**config.mk**
```make
export PLATFORM = sky130hd
export DESIGN_NAME = pipe_reg_chain
export DESIGN_NICKNAME = d
export VERILOG_FILES = /design/src/rtl/pipe_reg_chain.sv
export SDC_FILE = /design/constraint.sdc
export NUM_CORES = 1
export LEC_CHECK = 0
export ABC_AREA = 1
export CAP_MARGIN = 20
export CORE_MARGIN = 1.5
export CORE_UTILIZATION = 40
export CTS_CLUSTER_SIZE = 12
export DETAILED_ROUTE_END_ITERATION = 8
export PLACE_DENSITY = 0.62
export SETUP_SLACK_MARGIN = 0.15
export SLEW_MARGIN = 10
export SYNTH_ARGS = -nofsm -noshare
export SYNTH_HDL_FRONTEND = slang
export SYNTH_SLANG_ARGS = --single-unit
```
**constraint.sdc**
```tcl
create_clock -name clk -period 8.12 [get_ports clk]
set_input_delay 0.812 -clock clk [delete_from_list [all_inputs] [get_ports clk]]
set_output_delay 0.812 -clock clk [all_outputs]
set_load 0.01 [all_outputs]
```
**src/rtl/pipe_reg_chain.sv**
```systemverilog
// Generic DEPTH-stage pipeline register chain with global stall, per-stage flush,
// load-use bubble injection, valid/ready at both ends and retire/flush counters.
module pipe_reg_chain #(
  parameter int WIDTH        = 64,
  parameter int DEPTH        = 4,
  parameter int BUBBLE_STAGE = 1,
  parameter int CNT_W        = 32
) (
  input  logic                       clk,
  input  logic                       reset_b,
  input  logic                       in_valid,
  output logic                       in_ready,
  input  logic [WIDTH-1:0]           in_data,
  output logic                       out_valid,
  input  logic                       out_ready,
  output logic [WIDTH-1:0]           out_data,
  input  logic                       stall,
  input  logic                       bubble,
  input  logic [DEPTH-1:0]           flush,
  output logic [DEPTH-1:0]           stage_valid,
  output logic [$clog2(DEPTH+1)-1:0] occupancy,
  output logic [CNT_W-1:0]           retired_cnt,
  output logic [CNT_W-1:0]           flushed_cnt
);

  localparam int OCC_W = $clog2(DEPTH+1);

  function automatic logic [OCC_W-1:0] popcount(input logic [DEPTH-1:0] v);
    logic [OCC_W-1:0] acc;
    acc = '0;
    for (int i = 0; i < DEPTH; i++) begin
      acc = acc + {{(OCC_W-1){1'b0}}, v[i]};
    end
    return acc;
  endfunction

  logic [DEPTH-1:0] valid_q, valid_d;
  logic [WIDTH-1:0] data_q [DEPTH];
  logic [WIDTH-1:0] data_d [DEPTH];
  logic [OCC_W-1:0] occ_q, occ_d;
  logic [CNT_W-1:0] retired_cnt_q, retired_cnt_d;
  logic [CNT_W-1:0] flushed_cnt_q, flushed_cnt_d;

  logic             adv_s;
  logic             in_ready_s;
  logic             take_s;
  logic             retire_s;
  logic [DEPTH-1:0] cand_valid_s;
  logic [WIDTH-1:0] cand_data_s [DEPTH];

  // Handshake terms and the candidate next content of every stage before flush.
  always_comb begin
    adv_s      = !stall && (!valid_q[DEPTH-1] || out_ready);
    in_ready_s = !reset_b && adv_s && !bubble;
    take_s     = in_valid && in_ready_s;
    retire_s   = valid_q[DEPTH-1] && out_ready && !stall;

    // Stage 0 always sits below the bubble stage, so a bubble only holds it.
    if (adv_s && !bubble) begin
      cand_valid_s[0] = take_s;
      cand_data_s[0]  = in_data;
    end else begin
      cand_valid_s[0] = valid_q[0];
      cand_data_s[0]  = data_q[0];
    end

    for (int i = 1; i < DEPTH; i++) begin
      if (!adv_s) begin
        cand_valid_s[i] = valid_q[i];
        cand_data_s[i]  = data_q[i];
      end else if (bubble && (i < BUBBLE_STAGE)) begin
        cand_valid_s[i] = valid_q[i];
        cand_data_s[i]  = data_q[i];
      end else if (bubble && (i == BUBBLE_STAGE)) begin
        cand_valid_s[i] = 1'b0;
        cand_data_s[i]  = '0;
      end else begin
        cand_valid_s[i] = valid_q[i-1];
        cand_data_s[i]  = data_q[i-1];
      end
    end
  end

  // Apply flush to the candidates and derive occupancy and counter updates.
  always_comb begin
    valid_d = cand_valid_s & ~flush;
    for (int i = 0; i < DEPTH; i++) begin
      data_d[i] = cand_data_s[i];
    end
    occ_d         = popcount(valid_d);
    retired_cnt_d = retired_cnt_q + {{(CNT_W-1){1'b0}}, retire_s};
    flushed_cnt_d = flushed_cnt_q
                  + {{(CNT_W-OCC_W){1'b0}}, popcount(cand_valid_s & flush)};
  end

  // Stage, occupancy and counter registers with synchronous active-high reset.
  always_ff @(posedge clk) begin
    if (reset_b) begin
      valid_q       <= '0;
      occ_q         <= '0;
      retired_cnt_q <= '0;
      flushed_cnt_q <= '0;
      for (int i = 0; i < DEPTH; i++) begin
        data_q[i] <= '0;
      end
    end else begin
      valid_q       <= valid_d;
      occ_q         <= occ_d;
      retired_cnt_q <= retired_cnt_d;
      flushed_cnt_q <= flushed_cnt_d;
      for (int i = 0; i < DEPTH; i++) begin
        data_q[i] <= data_d[i];
      end
    end
  end

  assign in_ready    = in_ready_s;
  assign out_valid   = valid_q[DEPTH-1];
  assign out_data    = data_q[DEPTH-1];
  assign stage_valid = valid_q;
  assign occupancy   = occ_q;
  assign retired_cnt = retired_cnt_q;
  assign flushed_cnt = flushed_cnt_q;

endmodule

```
==> insert_results.sql <==
INSERT INTO impl_metrics (metric_group, metric, value, unit) VALUES
('timing', 'post-route-min-period', '4480', 'ps'),
('synthesis', 'postSynthNetCount', '1707', ''),
('run_status', 'outcome', 'finished, final reports clean', ''),
('final_layout', 'finalNetCount', '1869', ''),
('final_layout', 'areaGrowthSynthToFinish', '27.0', '%'),
('timing', 'grt_setup_unrepaired', 'no', ''),
('floorplanning', 'floorplan.core_area', '0.0305', 'sq mm'),
('worst_setup_path', 'ff2ff_setup_slack', '3970', 'ps'),
('timing', 'slew_headroom', '36.2', '%'),
('grt', 'grt_start_max_net_pins', '127', ''),
('drt', 'num_vias', '10500', ''),
('timing', 'finClkSkew', '11.8', 'ps'),
('timing', 'report.final.slew_viol_count', '0', ''),
('drt', 'drt_iter0_drc', '814', ''),
('floorplanning', 'design.portCount', '211', ''),
('worst_setup_path', 'worstRegToRegCells', '18', ''),
('final_layout', 'register_area', '0.00655', 'sq mm'),
('clock_tree', 'clkTransAtPathRegs', '60', 'ps'),
('grt', 'first_global_vias', '9462', ''),
('placement', 'gp_congestion', '0.925', ''),
('drt', 'avgRoutedWirePerCell', '13.4', 'um'),
('floorplanning', 'die-width', '179', 'um'),
('floorplanning', 'initial_core_util', '40.5', '%'),
('run', 'drv_cap', '0', ''),
('worst_setup_path', 'critical_path.startpoint_type', 'input pin', ''),
('floorplanning', 'chipHeight', '179', 'um'),
('clock_tree', 'cts.hold.buffers_added', '0', ''),
('placement', 'dp_hpwl', '19.2', 'mm'),
('drt', 'routed-wl-met2', '12.6', 'mm'),
('drt', 'drt_first_pass_iters', '4', ''),
('worst_setup_path', 'worst_r2r_startpoint', 'stage_valid[3]', ''),
('worst_setup_path', 'cp_slowest_stage_delay', '720', 'ps'),
('synthesis', 'avgSynthCellArea', '7.61', 'sq um'),
('synthesis', 'flip_flop_and_latch_count_after_synthesis', '327', ''),
('clock_tree', 'clk_tree_root_cell', 'clkbuf_16', ''),
('final_layout', 'multi_input_gate_area', '0.00494', 'sq mm'),
('worst_setup_path', 'critical_path.reg2reg.endpoint', 'flushed_cnt[20]', ''),
('clock_tree', 'postCtsSetupRepairBufs', '0', ''),
('synthesis', 'synth_top_cells_by_area', 'dfxtp_1, nor2_1, o21ai_0, nand2_1, a21oi_1', ''),
('pwr', 'power.ir.vdd_worst', '0.130', 'mV'),
('placement', 'place.detailed.instances', '2144', ''),
('floorplanning', 'dieArea', '0.0320', 'sq mm'),
('worst_setup_path', 'worstPathBufferInverterCount', '3', ''),
('worst_setup_path', 'cp_slowest_cell', 'buf_4', ''),
('final_layout', 'post_route_cells_drive_above_1_share', '3.76', '%'),
('drt', 'routed.top_layer', 'met5', ''),
('placement', 'placement.io_buffers', '210', ''),
('drt', 'finalWirelength', '29.6', 'mm'),
('grt', 'grt_remaining_overflow', '0', ''),
('worst_setup_path', 'worstSetupEndpoint', 'flushed_cnt[20]', ''),
('pwr', 'p_leak', '0.00580', 'uW'),
('synthesis', 'synth.cell_area', '0.0124', 'sq mm'),
('clock_tree', 'htree_levels', '2', ''),
('synthesis', 'post-synth-top-area-fraction', '53.0', '%'),
('clock_tree', 'cts_repair_resize_count', '0', ''),
('drt', 'vias_per_cell', '4.76', ''),
('floorplanning', 'row_count', '64', ''),
('drt', 'wl_met1', '14.3', 'mm'),
('timing', 'period_share', '55.1', '%'),
('worst_setup_path', 'data_arrival_critical_path', '4870', 'ps'),
('final_layout', 'stdcell_count', '2208', ''),
('drt', 'met3WireLength', '2.13', 'mm'),
('timing', 'worst_margin_pin_slew', '957', 'ps'),
('timing', 'fin_tns_setup', '0', 'ps'),
('worst_setup_path', 'crit_top_cell', 'nand2_1', ''),
('synthesis', 'netlist.top_cell.by_area', 'dfxtp_1', ''),
('worst_setup_path', 'worst_setup_path_startpoint', 'out_ready', ''),
('timing', 'final.hold.worst_slack', '445', 'ps'),
('hold_path', 'min_path_type', 'reg2reg', ''),
('grt', 'grt_pass1_wl', '47.3', 'mm'),
('timing', 'timing.final.setup_violations', '0', '');
[kinds of logic (layout without fill, tap and decap cells)]
kind of cell | Yosys count | after routing | synth area share, %
and+or+nand+nor | 689 | 689 | 22.7
AOI/OAI and AO/OA | 381 | 381 | 15.7
DFF | 327 | 327 | 53.0
buffers and inverters | 212 | 395 | 7.10
xor gates and xnor gates | 6 | 6 | 0.425
other | 0 | 5 | 0
adders and majority gates | 9 | 9 | 1.15
[worst register-to-register path, stage by stage (launching register included)]
cell and delay (ps):
dfxtp_1 450, inv_2 80, o21bai_4 110, buf_4 720
nor2_4 160, o21ai_0 160, o211ai_1 150, fa_1 500
fa_1 430, inv_1 110, fa_1 210, nand2_1 90
nor2_2 230, and2_1 290, nand2_1 80, nor2_1 130
nand2_1 60, nand2_1 60, nor2_1 50
[Yosys cell counts (all sizes together)]
| cell type | count |
|---|---|
| nor2 | 392 |
| dfxtp | 327 |
| o21ai | 270 |
| nand2 | 182 |
| inv | 118 |
| a21oi | 103 |
| nand3 | 81 |
| buf | 54 |
| clkbuf | 40 |
| nand3b | 15 |
| nor3 | 7 |
| ha | 5 |
| nand4 | 5 |
| fa | 4 |
| xor2 | 4 |
| and2 | 3 |
| o21a | 3 |
| nor3b | 2 |
| o211ai | 2 |
| or2 | 2 |
| xnor2 | 2 |
| a22oi | 1 |
| a31oi | 1 |
| o21bai | 1 |
[layout make-up]
type,instances,share of cell area [%]
sequential,327,41.7
multi-input combinational,1085,31.5
inverter,118,2.89
clock inverter,9,0.494
timing repair buffer,218,13.8
clock buffer,50,6.40
antenna,5,0.0798
tap,396,3.16
[through the flow]
step	worst slack (ps)	cell area, sq um	power (uW)	util, %
floorplan	4670	12400	1880	-
global placement	3240	14600	2000	47.8
detailed placement	3130	14600	2000	47.8
CTS	3620	15700	3510	51.4
global route	3310	15700	3620	51.4
finish	3640	15700	3470	51.4
[how the worst min path moves through the flow]
stage	startpoint	end	slack (ps)	cells past startpoint
4_1_cts	data_q[0][18]	data_q[0][18]	450	2
3_5_place_dp	data_q[0][40]	data_q[0][40]	440	2
3_3_place_gp	data_q[0][21]	data_q[0][21]	430	2
6_report	data_q[0][61]	data_q[0][61]	450	2
5_1_grt	data_q[0][27]	data_q[0][27]	460	2
2_1_floorplan	data_q[0][0]	data_q[0][0]	420	2
[state kept, by name, summed over array words and instances (netlist names)]
signal	flops
data_q	256
occupancy	3
flushed_cnt	32
retired_cnt	32
stage_valid	4
[cells in the final DEF (no fill, tap or decap), types with 15 or more instances in the layout]
master and n:
nor2_1 389, dfxtp_1 327, clkdlybuf4s50_1 210, o21ai_0 203, nand2_1 181, inv_1 114, a21oi_1 103, nand3_1 81
o21ai_1 67, clkbuf_16 37, nand3b_1 15
[layer usage]
| metal | track usage (%) | up-vias |
|---|---|---|
| li1 | - | 5587 |
| met3 | 5.51 | 52 |
| met5 | 0 | - |
| met2 | 28.0 | 230 |
| met1 | 25.0 | 4631 |
| met4 | 5.10 | 6 |
[where the power goes]
group          total (uW)  internal, uW  switching, uW  leakage (uW)
Combinational         262           117            146       0.00259
Sequential           1700          1670           27.6       0.00267
Clock                1500           893            611      0.000536
Total                3470          2680            784       0.00580
Note: power is estimated with default switching activity, not from simulation.
